===== src/rtl/sudoku_pkg.sv =====
// sudoku_pkg: shared types, key indices, value codes and repeat-FSM states for the Sudoku input front end.
`default_nettype none

package sudoku_pkg;

  typedef logic [1:0] coord_t;

  localparam int GRID_N = 4;

  localparam logic [1:0] VAL_ZERO  = 2'd0;
  localparam logic [1:0] VAL_ONE   = 2'd1;
  localparam logic [1:0] VAL_TWO   = 2'd2;
  localparam logic [1:0] VAL_THREE = 2'd3;

  localparam int KEY_UP    = 0;
  localparam int KEY_DOWN  = 1;
  localparam int KEY_LEFT  = 2;
  localparam int KEY_RIGHT = 3;
  localparam int KEY_ENTER = 4;
  localparam int KEY_NEW   = 5;
  localparam int NKEY      = 6;

  typedef enum logic [1:0] {
    IDLE   = 2'd0,
    DELAY  = 2'd1,
    REPEAT = 2'd2
  } rep_state_t;

  // Opposing requests cancel; a single request steps one cell with wrap-around.
  function automatic coord_t wrap_step(coord_t c, logic inc, logic dec);
    int v;
    v = int'(c);
    if (inc && !dec)      v = (v + 1) % GRID_N;
    else if (dec && !inc) v = (v + GRID_N - 1) % GRID_N;
    return coord_t'(v);
  endfunction

endpackage

`default_nettype wire


===== src/rtl/sudoku_input_ctrl_key_debounce.sv =====
// key_debounce: 2-FF synchronizer plus stable-level counter; emits one-cycle press and release events.
`default_nettype none

module key_debounce
  import sudoku_pkg::*;
#(
  parameter int DEBOUNCE_CYCLES = 500000
) (
  input  logic clk,
  input  logic reset,
  input  logic key_raw,
  output logic press,
  output logic fall
);

  localparam int CW = $clog2(DEBOUNCE_CYCLES + 1);
  localparam logic [CW-1:0] CNT_MAX = CW'(DEBOUNCE_CYCLES);

  logic [1:0]    sync;
  logic          stable;
  logic          stable_q;
  logic [CW-1:0] cnt;

  always_ff @(posedge clk) begin
    if (!reset) begin
      sync     <= '0;
      stable   <= 1'b0;
      stable_q <= 1'b0;
      cnt      <= '0;
    end else begin
      sync     <= {sync[0], key_raw};
      stable_q <= stable;
      if (sync[1] == stable) begin
        cnt <= '0;
      end else if (cnt >= CNT_MAX) begin
        stable <= sync[1];
        cnt    <= '0;
      end else begin
        cnt <= cnt + CW'(1);
      end
    end
  end

  assign press = stable & ~stable_q;
  assign fall  = ~stable & stable_q;

endmodule

`default_nettype wire


===== src/rtl/sudoku_input_ctrl.sv =====
// sudoku_input_ctrl: debounced keys -> wrapping cursor with hold-to-repeat, value strobes and new-game pulse.
`default_nettype none

module sudoku_input_ctrl
  import sudoku_pkg::*;
#(
  parameter int DEBOUNCE_CYCLES = 500000,
  parameter int REPEAT_DELAY    = 25000000,
  parameter int REPEAT_PERIOD   = 10000000
) (
  input  logic       clk,
  input  logic       reset,
  input  logic       keyUp,
  input  logic       keyDown,
  input  logic       keyLeft,
  input  logic       keyRight,
  input  logic       keyEnter,
  input  logic       keyNew,
  input  logic [1:0] valSel,
  input  logic       lockGivens,
  output logic [1:0] locationX,
  output logic [1:0] locationY,
  output logic       zero,
  output logic       one,
  output logic       two,
  output logic       three,
  output logic       newGame,
  output logic       writeBlocked
);

  localparam int REP_MAX = (REPEAT_DELAY > REPEAT_PERIOD) ? REPEAT_DELAY : REPEAT_PERIOD;
  localparam int RW      = $clog2(REP_MAX + 1);

  logic [NKEY-1:0] raw, press, fall;
  rep_state_t      state, state_nxt;
  logic [2:0]      track, track_nxt;
  logic [RW-1:0]   rcnt, rcnt_nxt;
  logic            tick;
  logic [3:0]      dir_ev;
  coord_t          x_nxt, y_nxt;
  logic [3:0]      strobe_nxt;
  logic            new_nxt, blocked_nxt;

  assign raw = {keyNew, keyEnter, keyRight, keyLeft, keyDown, keyUp};

  for (genvar i = 0; i < NKEY; i++) begin : g_key
    key_debounce #(.DEBOUNCE_CYCLES(DEBOUNCE_CYCLES)) u_deb (
      .clk     (clk),
      .reset   (reset),
      .key_raw (raw[i]),
      .press   (press[i]),
      .fall    (fall[i])
    );
  end

  always_ff @(posedge clk) begin
    if (!reset) begin
      state <= IDLE;
      track <= '0;
      rcnt  <= '0;
    end else begin
      state <= state_nxt;
      track <= track_nxt;
      rcnt  <= rcnt_nxt;
    end
  end

  // A fresh direction press always wins over releases and pending ticks of the old key.
  always_comb begin
    state_nxt = state;
    track_nxt = track;
    rcnt_nxt  = rcnt;
    tick      = 1'b0;
    if (press[KEY_NEW]) begin
      state_nxt = IDLE;
      rcnt_nxt  = '0;
    end else if (|press[3:0]) begin
      state_nxt = DELAY;
      rcnt_nxt  = RW'(1);
      for (int i = 0; i < 4; i++) begin
        if (press[i]) track_nxt = 3'(i);
      end
    end else if (state != IDLE && fall[track]) begin
      state_nxt = IDLE;
      rcnt_nxt  = '0;
    end else if (state == DELAY) begin
      if (rcnt >= RW'(REPEAT_DELAY)) begin
        tick      = 1'b1;
        state_nxt = REPEAT;
        rcnt_nxt  = RW'(1);
      end else begin
        rcnt_nxt = rcnt + RW'(1);
      end
    end else if (state == REPEAT) begin
      if (rcnt >= RW'(REPEAT_PERIOD)) begin
        tick     = 1'b1;
        rcnt_nxt = RW'(1);
      end else begin
        rcnt_nxt = rcnt + RW'(1);
      end
    end
  end

  always_comb begin
    dir_ev      = press[3:0] | (tick ? (4'b0001 << track) : 4'b0000);
    x_nxt       = locationX;
    y_nxt       = locationY;
    strobe_nxt  = 4'b0000;
    new_nxt     = 1'b0;
    blocked_nxt = 1'b0;
    if (press[KEY_NEW]) begin
      new_nxt = 1'b1;
      x_nxt   = '0;
      y_nxt   = '0;
    end else if (press[KEY_ENTER]) begin
      if (lockGivens && (locationX == locationY)) begin
        blocked_nxt = 1'b1;
      end else begin
        case (valSel)
          VAL_ZERO:  strobe_nxt = 4'b0001;
          VAL_ONE:   strobe_nxt = 4'b0010;
          VAL_TWO:   strobe_nxt = 4'b0100;
          VAL_THREE: strobe_nxt = 4'b1000;
        endcase
      end
    end else begin
      y_nxt = wrap_step(locationY, dir_ev[KEY_DOWN], dir_ev[KEY_UP]);
      x_nxt = wrap_step(locationX, dir_ev[KEY_RIGHT], dir_ev[KEY_LEFT]);
    end
  end

  always_ff @(posedge clk) begin
    if (!reset) begin
      locationX    <= '0;
      locationY    <= '0;
      {three, two, one, zero} <= 4'b0000;
      newGame      <= 1'b0;
      writeBlocked <= 1'b0;
    end else begin
      locationX    <= x_nxt;
      locationY    <= y_nxt;
      {three, two, one, zero} <= strobe_nxt;
      newGame      <= new_nxt;
      writeBlocked <= blocked_nxt;
    end
  end

endmodule

`default_nettype wire


===== config.mk =====
export PLATFORM = sky130hd
export DESIGN_NAME = sudoku_input_ctrl
export DESIGN_NICKNAME = d
export VERILOG_FILES = /design/src/rtl/sudoku_pkg.sv /design/src/rtl/sudoku_input_ctrl_key_debounce.sv /design/src/rtl/sudoku_input_ctrl.sv
export SDC_FILE = /design/constraint.sdc
export NUM_CORES = 1
export LEC_CHECK = 0
export ABC_AREA = 1
export BUFFER_PORTS_ARGS = -buffer_cell sky130_fd_sc_hd__clkbuf_2
export CAP_MARGIN = 20
export CORE_MARGIN = 10
export CORE_UTILIZATION = 40
export CTS_CLUSTER_SIZE = 30
export DETAILED_ROUTE_END_ITERATION = 8
export PLACE_DENSITY = 0.57
export SLEW_MARGIN = 20
export SYNTH_ARGS = -nofsm -noshare
export SYNTH_HDL_FRONTEND = slang
export SYNTH_SLANG_ARGS = --single-unit

===== constraint.sdc =====
create_clock -name clk -period 5.41 [get_ports clk]
set_input_delay 1.3525 -clock clk [delete_from_list [all_inputs] [get_ports clk]]
set_output_delay 1.3525 -clock clk [all_outputs]
set_load 0.1 [all_outputs]

# Yosys cells after proc, flatten, opt, wreduce, memory -nomap -nowiden
# Cells that the tools add are included.
[classes] n_reduce_logical=41 mul=0 n_shift=1 addsub=13 bitwise=34 muxes=31 div=0 n_eq_ne=12 n_lt_le_gt_ge=9
[op_table] op="$add A19 B1 Y19 const B" count=6
[op_table] op="$ge A19 B19 Y1 const B" count=6
[op_table] op="$mux W25" count=4
[op_table] op="$add A25 B1 Y25 const B" count=1
[op_table] op="$ge A25 B24 Y1 const B" count=1
[op_table] op="$ge A25 B25 Y1 const B" count=1
[op_table] op="$not A1 Y1" count=21
[op_table] op="$reduce_or A3 Y1" count=7
[op_table] op="$reduce_and A2 Y1" count=10
[op_table] op="$mux W1" count=16
[op_table] op="$pmux W4 S4" count=1
[op_table] op="$and A1 B1 Y1" count=12
[op_table] op="$mux W3" count=4
[op_table] op="$sub A4 B1 Y5 const B" count=2
[op_table] op="$add A2 B3 Y4 const B" count=2
[op_table] op="$mux W2" count=4
[op_table] op="$reduce_bool A2 Y1" count=4
[op_table] op="$reduce_bool A4 Y1" count=2
[op_table] op="$reduce_or A4 Y1" count=2
[op_table] op="$reduce_or A7 Y1" count=1
[op_table] op="$eq A1 B1 Y1" count=6
[op_table] op="$eq A2 B2 Y1 const B" count=3
[op_table] op="$logic_and A1 B1 Y1" count=6
[op_table] op="$reduce_bool A3 Y1" count=2
[op_table] op="other kinds (12)" count=17
[word_totals] elab_cells=178 latchBits=0 output_inout_bits=10 input_bits=11 n_memories=0 mem_bits_rw=0 mem_bits_ro=0 reg_bits=178

# Longest topological paths before layout
# Gate-level depths: netlist (run 1).
[logic_depth] word_depth=14 ltp_mapped=18 mapped_depth_nobuf=18

# Hierarchy
# From an unflattened synthesis (run 1), not the netlist that was laid out.
[unflattened] hier_cells=1323 area_unflattened_um2=9197.6
[modules_own_cells] mod="key_debounce" cells_each=166 area_per_inst_um2=1144.8 n_inst=6
[modules_own_cells] mod="sudoku_input_ctrl" cells_each=327 area_per_inst_um2=2328.5 n_inst=1

# Worst setup path before layout (run 1)
# No wires, ideal clock.
[synth_path] path_type="input to register" from="input port reset" to="register rcnt[16]" setup_slack_ps=3056 n_path_buf=2 arrival_ps=2291 path_stages=8 path_cell_list="buf_2 > inv_1 > nor2_1 > nand3_1 > inv_1 > nand2_4 > buf_6 > nor2_1"
[synth_via] elab_chain_len=2
[synth_lines] element="start, declared" line_no="sudoku_input_ctrl.sv:12" text="input logic reset,"
[synth_lines] element="$not A1 Y1 (no line)"
[synth_lines] element="$reduce_or A7 Y1 (no line)"
[synth_lines] element="end signal, assigned" line_no="sudoku_input_ctrl.sv:64" text="rcnt <= rcnt_nxt;"
[synth_lines] element="end, declared" line_no="sudoku_input_ctrl.sv:37" text="logic [RW-1:0] rcnt, rcnt_nxt;"
# Every way passes these cells.
# A chain may end at the register's enable or synchronous reset.

# Final worst setup path (run 1)
[layout_path] from="register locationX[0]" to="output port locationX[0]"
[layout_lines] element="start, declared" line_no="sudoku_input_ctrl.sv:21" text="output logic [1:0] locationX,"
[layout_lines] element="start signal, assigned" line_no="sudoku_input_ctrl.sv:140" text="locationX <= x_nxt;"
# No word-level cell between the ends.

==> results of run 1 <==
==> per-stage QoR <==
stage	hold slack (ns)	setup slack, ns	instances	util (%)	instance area (um^2)
after global routing	0.4351	2.479	1466	45.08	9505
final	0.4146	2.693	1466	45.08	9505
after floorplan	0.3905	3.056	1156	-	8579
after global placement	0.3941	2.295	1434	42.28	8916
after CTS	0.4130	2.652	1466	45.08	9505
after detailed placement	0.3947	2.255	1434	42.28	8916
==> logic make-up after synthesis <==
group / count (synthesis)
adder cells (fa/ha/maj): 19
AND/OR/NAND/NOR: 626
AO/OA/AOI/OAI: 79
XOR/XNOR: 74
buffers and inverters: 181
flip-flops: 177
==> report_power, final <==
part           switching (mW)  leakage (nW)  internal [mW]  total [mW]
clock network           0.591         0.289          0.622        1.21
logic                  0.0224          1.90        0.00800      0.0304
registers             0.00301          1.43           1.31        1.31
==> cells in the final DEF (no fill, tap or decap), drive strengths merged, types with 24 or more instances in the layout <==
cell and instances:
nand3 56, inv 173, nand4 42, a21oi 46, clkbuf 37, dfxtp 177
o21ai 24, xor2 55, nor3 51, nor2 227, nand2 218
==> final cells by class <==
class	count	area (um^2)	share of cell area, %
Timing Repair Buffer	20	100.1	1.053
Clock inverter	15	163.9	1.724
Inverter	164	615.6	6.476
Sequential cell	177	3543	37.28
Clock buffer	17	425.4	4.475
Multi-Input combinational cell	798	4313	45.37
Tap cell	275	344.1	3.620
==> path summary, 6_finish.rpt <==
| check | cells after the start | endpoint | slack, ns |
|---|---|---|---|
| hold / removal | 2 | g_key[2].u_deb.sync[1]$_SDFF_PN0_ | 0.41 |
| setup / recovery | 1 | locationX[0] | 2.69 |
| setup reg to reg | 16 | locationX[1]$_SDFFE_PP0P_ | 2.93 |
| hold reg to reg | 2 | g_key[2].u_deb.sync[1]$_SDFF_PN0_ | 0.41 |
==> worst min-delay path: stages, from the launching register on <==
cell     delay (ns)
dfxtp_1        0.31
nand2_1        0.04
inv_1          0.04
==> registers in the layout (all words and copies together) (netlist names), 2 cells and up <==
name / cells
g_key.u_deb.cnt: 114
rcnt: 25
g_key.u_deb.sync: 12
g_key.u_deb.stable: 6
g_key.u_deb.stable_q: 6
locationX: 2
locationY: 2
state: 2
track: 2
==> layer usage <==
| layer | track usage (%) | part of all wire [%] | wire length, um |
|---|---|---|---|
| met1 | 14.56 | 51 | 7738 |
| met2 | 18.40 | 45 | 6929 |
| met3 | 3.012 | 2.7 | 409 |
| met4 | 3.704 | 1.4 | 212 |
| met5 | 0 | 0 | 0 |
==> reports/metrics.cfg, run 1 <==
[grt]
grt_pass1_vias=6387
grt_use_total_pct=11.43
overflow=0
grt_max_degree=33
grt_pass1_wl_mm=27.99
antenna_found_initial=0

[die]
die_x_um=166.5
coreArea_um2=21090
rows=53
start_util_pct=40.68
io_pins=21
die_h_um=166.5
die_area_um2=27710

[synthesis]
ys_warn_count=0
synth_area_leaders=dfxtp_1 41%, nand2_1 9.1%, nor2_1 8.8%
yosys.area.top_type_share_pct=41.30
syn_area_per_cell_um2=7.422
muxShareOfSynthArea_pct=0
yosys.area_share.xor_xnor_pct=7.554
synth.top_cells.by_count=207 x nand2_1, 200 x nor2_1, 177 x dfxtp_1
ys_ff_latch=177
synth_most_common_cell=nand2_1
ys.flop_type=dfxtp_1
syn_nets=1186
synth_top_family_by_area=simple AND/OR/NAND/NOR gates
synth_fa_ha_area_share_pct=2.771
yosysSeqAreaShare_pct=41.30
synth_edf_count=0
synth_cell_type_count=43
synth_compound_area_share_pct=4.886
synthSimpleGateAreaFrac_pct=35.06
synthesis.instances=1156
async_reset_ff_share_pct=0
yosysTopAreaCell=dfxtp_1
syn_area_um2=8579

[cells_and_area]
fin_nets=1208
synthToLayoutAreaGrowth_pct=10.79
antenna_cells=0
drive_gt1_share_pct=11.25
num-fill-cells=2209

[critical_path]
timing.rr.start=rcnt[19]$_SDFFE_PP0P_
critPathBufInv=1
cp_max_fo=6
cp-end-kind=output pin
cpPeakStageDelay_ns=0.51
startpoint_type=flip-flop
critical_path_class=reg -> out
cp_slowest_cell=clkbuf_2
cp_cell_sequence=clkbuf_2
arrival_ns=1.36
startpoint=locationX[0]$_SDFFE_PP0P_
required_ns=4.06
cp_top_family=buffers and inverters

[clocking]
cts_resized=0
clk_pin_slew_ns=0.07
tritoncts=built
cts_made_buffers=17
htreeDepth=4
cts_buffer_depth=2
cts_hold_buf=0
clock_latency_ns=0.43
root_buffer=clkbuf_16
clock-sinks=177
cts_setup_buffers=0

[timing]
skew_ns=0.008658
layout_min_cycle_time_ns=2.717
setup_viol=0
finalMaxSlewViolations=0
finalCritPeriodShare_pct=50.21
tns_ns=0
hold_viol=0
rsz0062_at_grt=no
fmax_ghz=0.3681
slew_headroom_pct=54.49
max_slew.worst_pin.slew_ns=0.6827

[placement]
gp_congestion=0.7719
dp_hpwl_mm=11.20
io_buffer_count=20

[drt]
drc=0
wl_mm=15.29
wl_per_cell_um=10.43
routed_via_density=4.588
ant_nets=0
dr.pass1.iters=4
drt_iter0_drc=276
via_count=6726

[power_and_ir_drop]
ir_drop_v=0.0002188
power_mw=2.554
p_leak_nw=3.614
power_density_nw_per_um2=268.7

[min_path]
worstHoldStart=g_key[2].u_deb.sync[0]$_SDFF_PN0_
hold_path_class=reg -> reg

[run]
drv_cap=0

[run_status]
status=complete, no violations

Note: power is estimated with default switching activity, not from simulation.
==> run 2, diff against run 1 <==
--- a/config.mk
+++ b/config.mk
@@ -5,14 +5,14 @@
 export SDC_FILE = /design/constraint.sdc
 export NUM_CORES = 1
 export LEC_CHECK = 0
-export ABC_AREA = 1
+export ABC_AREA = 0
 export BUFFER_PORTS_ARGS = -buffer_cell sky130_fd_sc_hd__clkbuf_2
 export CAP_MARGIN = 20
 export CORE_MARGIN = 10
 export CORE_UTILIZATION = 40
 export CTS_CLUSTER_SIZE = 30
 export DETAILED_ROUTE_END_ITERATION = 8
-export PLACE_DENSITY = 0.57
+export PLACE_DENSITY = 0.59
 export SLEW_MARGIN = 20
 export SYNTH_ARGS = -nofsm -noshare
 export SYNTH_HDL_FRONTEND = slang
==> constraint.sdc (replaced) <==
create_clock -name clk -period 2.3 [get_ports clk]
set_input_delay 0.575 -clock clk [delete_from_list [all_inputs] [get_ports clk]]
set_output_delay 0.575 -clock clk [all_outputs]
set_load 0.1 [all_outputs]
==> run 2 against run 1 <==
Compared with the run above:
- the run now ends with negative setup slack left
- synthesized cell count is 25% lower
- critical path depth is 10 higher
- critical endpoint is now locationX[1]$_SDFFE_PP0P_
- first-iteration DRC count is 34% lower
- worst setup slack worse by 3.1 ns
- combinational power grew to 2.6 times the previous value
- utilization is 2.8 points higher
- synthesized area is 10% lower
- global-route usage is 0.13 points higher
- clock skew is 0.0016 ns lower
- critical path type is now reg -> reg
- via count is 17% lower
==> reports/metrics.cfg, run 2 <==
[cells_and_area]
drive_gt1_share_pct=13.71  ; +2.5 points
final_cell_mix=174 x dfxtp_1, 149 x nor2_1, 77 x xor2_1
max_flop_register=g_key.u_deb.cnt
finalNonFillerCells=1208  ; -18%
largest_reg_flops=114  ; unchanged
num-fill-cells=1797  ; -19%
final_common_cell=dfxtp_1
antenna_cells=0  ; unchanged
synthToLayoutAreaGrowth_pct=17.28
fin_nets=968  ; -20%
reg_top3=g_key.u_deb.cnt (114), rcnt (25), g_key.u_deb.sync (12)

[min_path]
hold_path_class=in -> reg
hold_path_depth=2  ; unchanged

[synthesis]
synth_edf_count=0  ; unchanged
synth_fa_ha_area_share_pct=3.094  ; +0.32 points
synth_top_family_by_area=simple AND/OR/NAND/NOR gates
syn_area_um2=7682  ; -10%
synth_area_leaders=dfxtp_1 46%, xor2_1 9.0%, nor2_1 7.3%
yosysSeqAreaShare_pct=46.12  ; +4.8 points
synth.top_cells.by_count=177 x dfxtp_1, 149 x nor2_1, 79 x xor2_1
synthSimpleGateAreaFrac_pct=26.58  ; -8.5 points
ys_warn_count=0  ; unchanged
muxShareOfSynthArea_pct=0.7818  ; +0.78 points
yosysTopAreaCell=dfxtp_1
async_reset_ff_share_pct=0  ; unchanged
synth_compound_area_share_pct=6.417  ; +1.5 points
ys_ff_latch=177  ; unchanged
yosys.area.top_type_share_pct=46.12  ; +4.8 points
synth_cell_type_count=52  ; +21%
synthesis.instances=867  ; -25%
ys.flop_type=dfxtp_1
syn_nets=897  ; -24%
synth_most_common_cell=dfxtp_1
yosys.area_share.xor_xnor_pct=14.25  ; +6.7 points
syn_area_per_cell_um2=8.861  ; +19%

[timing]
setup_viol=4  ; +4
holdWs_ns=0.3521  ; -0.06254 ns
slew_headroom_pct=63.74  ; +9.3 points
tns_ns=-1.457  ; -1.457 ns
finalMaxSlewViolations=0  ; unchanged
rsz0062_at_grt=yes
fmax_ghz=0.3740
skew_ns=0.007027  ; -0.001631 ns
layout_min_cycle_time_ns=2.674
finalCritPeriodShare_pct=116.3
max_slew.worst_pin.slew_ns=0.5462  ; -0.1365 ns
hold_viol=0  ; unchanged
worst_slack_ns=-0.3740  ; -3.067 ns

[critical_path]
required_ns=2.60  ; -1.46 ns
cp_max_fo=4  ; -2
critical_path_class=reg -> reg
startpoint_type=flip-flop
ff2ff_path_depth=11  ; -5
cp-end-kind=flip-flop
arrival_ns=2.98  ; +1.62 ns

[grt]
top_usage_layer=met2
grt_pass1_wl_mm=24.41  ; -13%
use_met3_pct=3.049  ; +0.037 points
grt_use_total_pct=11.56  ; +0.13 points
grt_pass1_vias=5455  ; -15%
overflow=0  ; unchanged
grtUsageMet1_pct=15.03  ; +0.48 points
grt_max_degree=34  ; +3.0%
antenna_found_initial=0  ; unchanged
met2_usage_pct=17.81  ; -0.58 points

[run_status]
violations=negative setup slack
status=complete, but fails checks

[power_and_ir_drop]
power_mw=5.728  ; +120%
p_leak_nw=3.229  ; -11%
power_density_nw_per_um2=635.7  ; +140%
ir_drop_v=0.0004623  ; +110%

[die]
die_h_um=158.6  ; -4.7%
io_pins=21  ; unchanged
rows=50  ; -5.7%
die_area_um2=25150  ; -9.2%
start_util_pct=40.80  ; +0.11 points
coreArea_um2=18830  ; -11%
die_x_um=158.6  ; -4.7%

[placement]
gp_congestion=0.7619  ; -1.3%
io_buffer_count=20  ; unchanged
place_inst=1176  ; -18%
dp_hpwl_mm=9.040  ; -19%
place_ws_ns=-0.5261  ; -2.781 ns

[drt]
dr.pass1.iters=4  ; unchanged
drt_iter0_drc=182  ; -34%
routed_via_density=4.646  ; +1.3%
wl_mm=13.21  ; -14%
via_count=5612  ; -17%
ant_nets=0  ; unchanged
drc=0  ; unchanged
wl_per_cell_um=10.94  ; +4.9%

[clocking]
clock-sinks=177  ; unchanged
htreeDepth=4  ; unchanged
clk_pin_slew_ns=0.06  ; about the same
cts_buffer_depth=2  ; unchanged
cts_hold_buf=0  ; unchanged
cts_made_buffers=17  ; unchanged
clock_latency_ns=0.42  ; about the same
root_buffer=clkbuf_16
tritoncts=built

[run]
drv_cap=0  ; unchanged

==> run 2: cell count changes in the layout (fill, tap and decap cells not counted), sizes merged, moves of 27 or more <==
cell   change
nand2    -162
buf       +46
nor3      -38
nor2      -58
a21oi     -30
inv      -135
xnor2     +27
==> run 2: worst paths after layout <==
check	startpoint	endpoint	slack, ns
setup / recovery	rcnt[24]$_SDFFE_PP0P_	locationX[1]$_SDFFE_PP0P_	-0.37
hold / removal	valSel[0]	two$_SDFF_PP0_	0.35
setup reg to reg	rcnt[24]$_SDFFE_PP0P_	locationX[1]$_SDFFE_PP0P_	-0.37
hold reg to reg	g_key[5].u_deb.sync[0]$_SDFF_PN0_	g_key[5].u_deb.sync[1]$_SDFF_PN0_	0.43
==> run 2: report_power, final <==
part | internal (mW) | switching, mW | leakage (nW) | total (mW)
Clock | 1.46 | 1.10 | 0.245 | 2.56
Sequential | 3.08 | 0.00739 | 1.43 | 3.09
Combinational | 0.0304 | 0.0489 | 1.55 | 0.0793
Total | 4.57 | 1.16 | 3.23 | 5.73
==> run 2: layout make-up <==
type,count,area [um^2],area share (%)
clock buffers,22,444.2,4.930
clock inverters,7,65.06,0.7221
inverters,38,142.6,1.583
multi-input cells,638,4028,44.70
flip-flops and latches,177,3547,39.37
well taps,260,325.3,3.611
repair buffers,66,457.9,5.083
==> run 2: timing repair <==
item / CTS / global route
setup buffers: 3 / 0
endpoints found under the setup margin: 4 / 25
pin swaps: 19 / 8
resized for setup: 6 / 10
cloned: 0 / 0
==> run 2: per-layer routing <==
| layer | up-vias | share of wire (%) |
|---|---|---|
| met2 | 49 | 43 |
| met3 | 13 | 3.5 |
| met4 | 0 | 1.3 |
| met5 | - | 0 |
| met1 | 2520 | 52 |
| li1 | 3030 | - |
==> run 2: metrics by stage <==
| step | utilization (%) | instance area (um^2) |
|---|---|---|
| after floorplan | - | 7699 |
| after global placement | 44.54 | 8388 |
| after detailed placement | 44.54 | 8388 |
| after CTS | 47.53 | 8950 |
| after global routing | 47.85 | 9010 |
| final | 47.85 | 9010 |
==> run 2: cell families (layout without fill, tap and decap cells) <==
family | after synthesis | in the layout
flip-flops | 177 | 177
AND/OR/NAND/NOR | 417 | 417
AO/OA/AOI/OAI | 71 | 71
multiplexers | 6 | 6
XOR/XNOR | 125 | 125
buffers and inverters | 52 | 133
adder cells (fa/ha/maj) | 19 | 19
==> run 2: critical path: stages, from the launching register on <==
cell and delay [ns]:
dfxtp_1 0.30, or4bb_1 0.49, or4_4 0.51, a21oi_4 0.15, o21ai_2 0.07, a21oi_2 0.20
a31oi_1 0.17, ha_4 0.19, xor2_2 0.15, nor3_4 0.13, xnor2_1 0.14, nor2_1 0.06
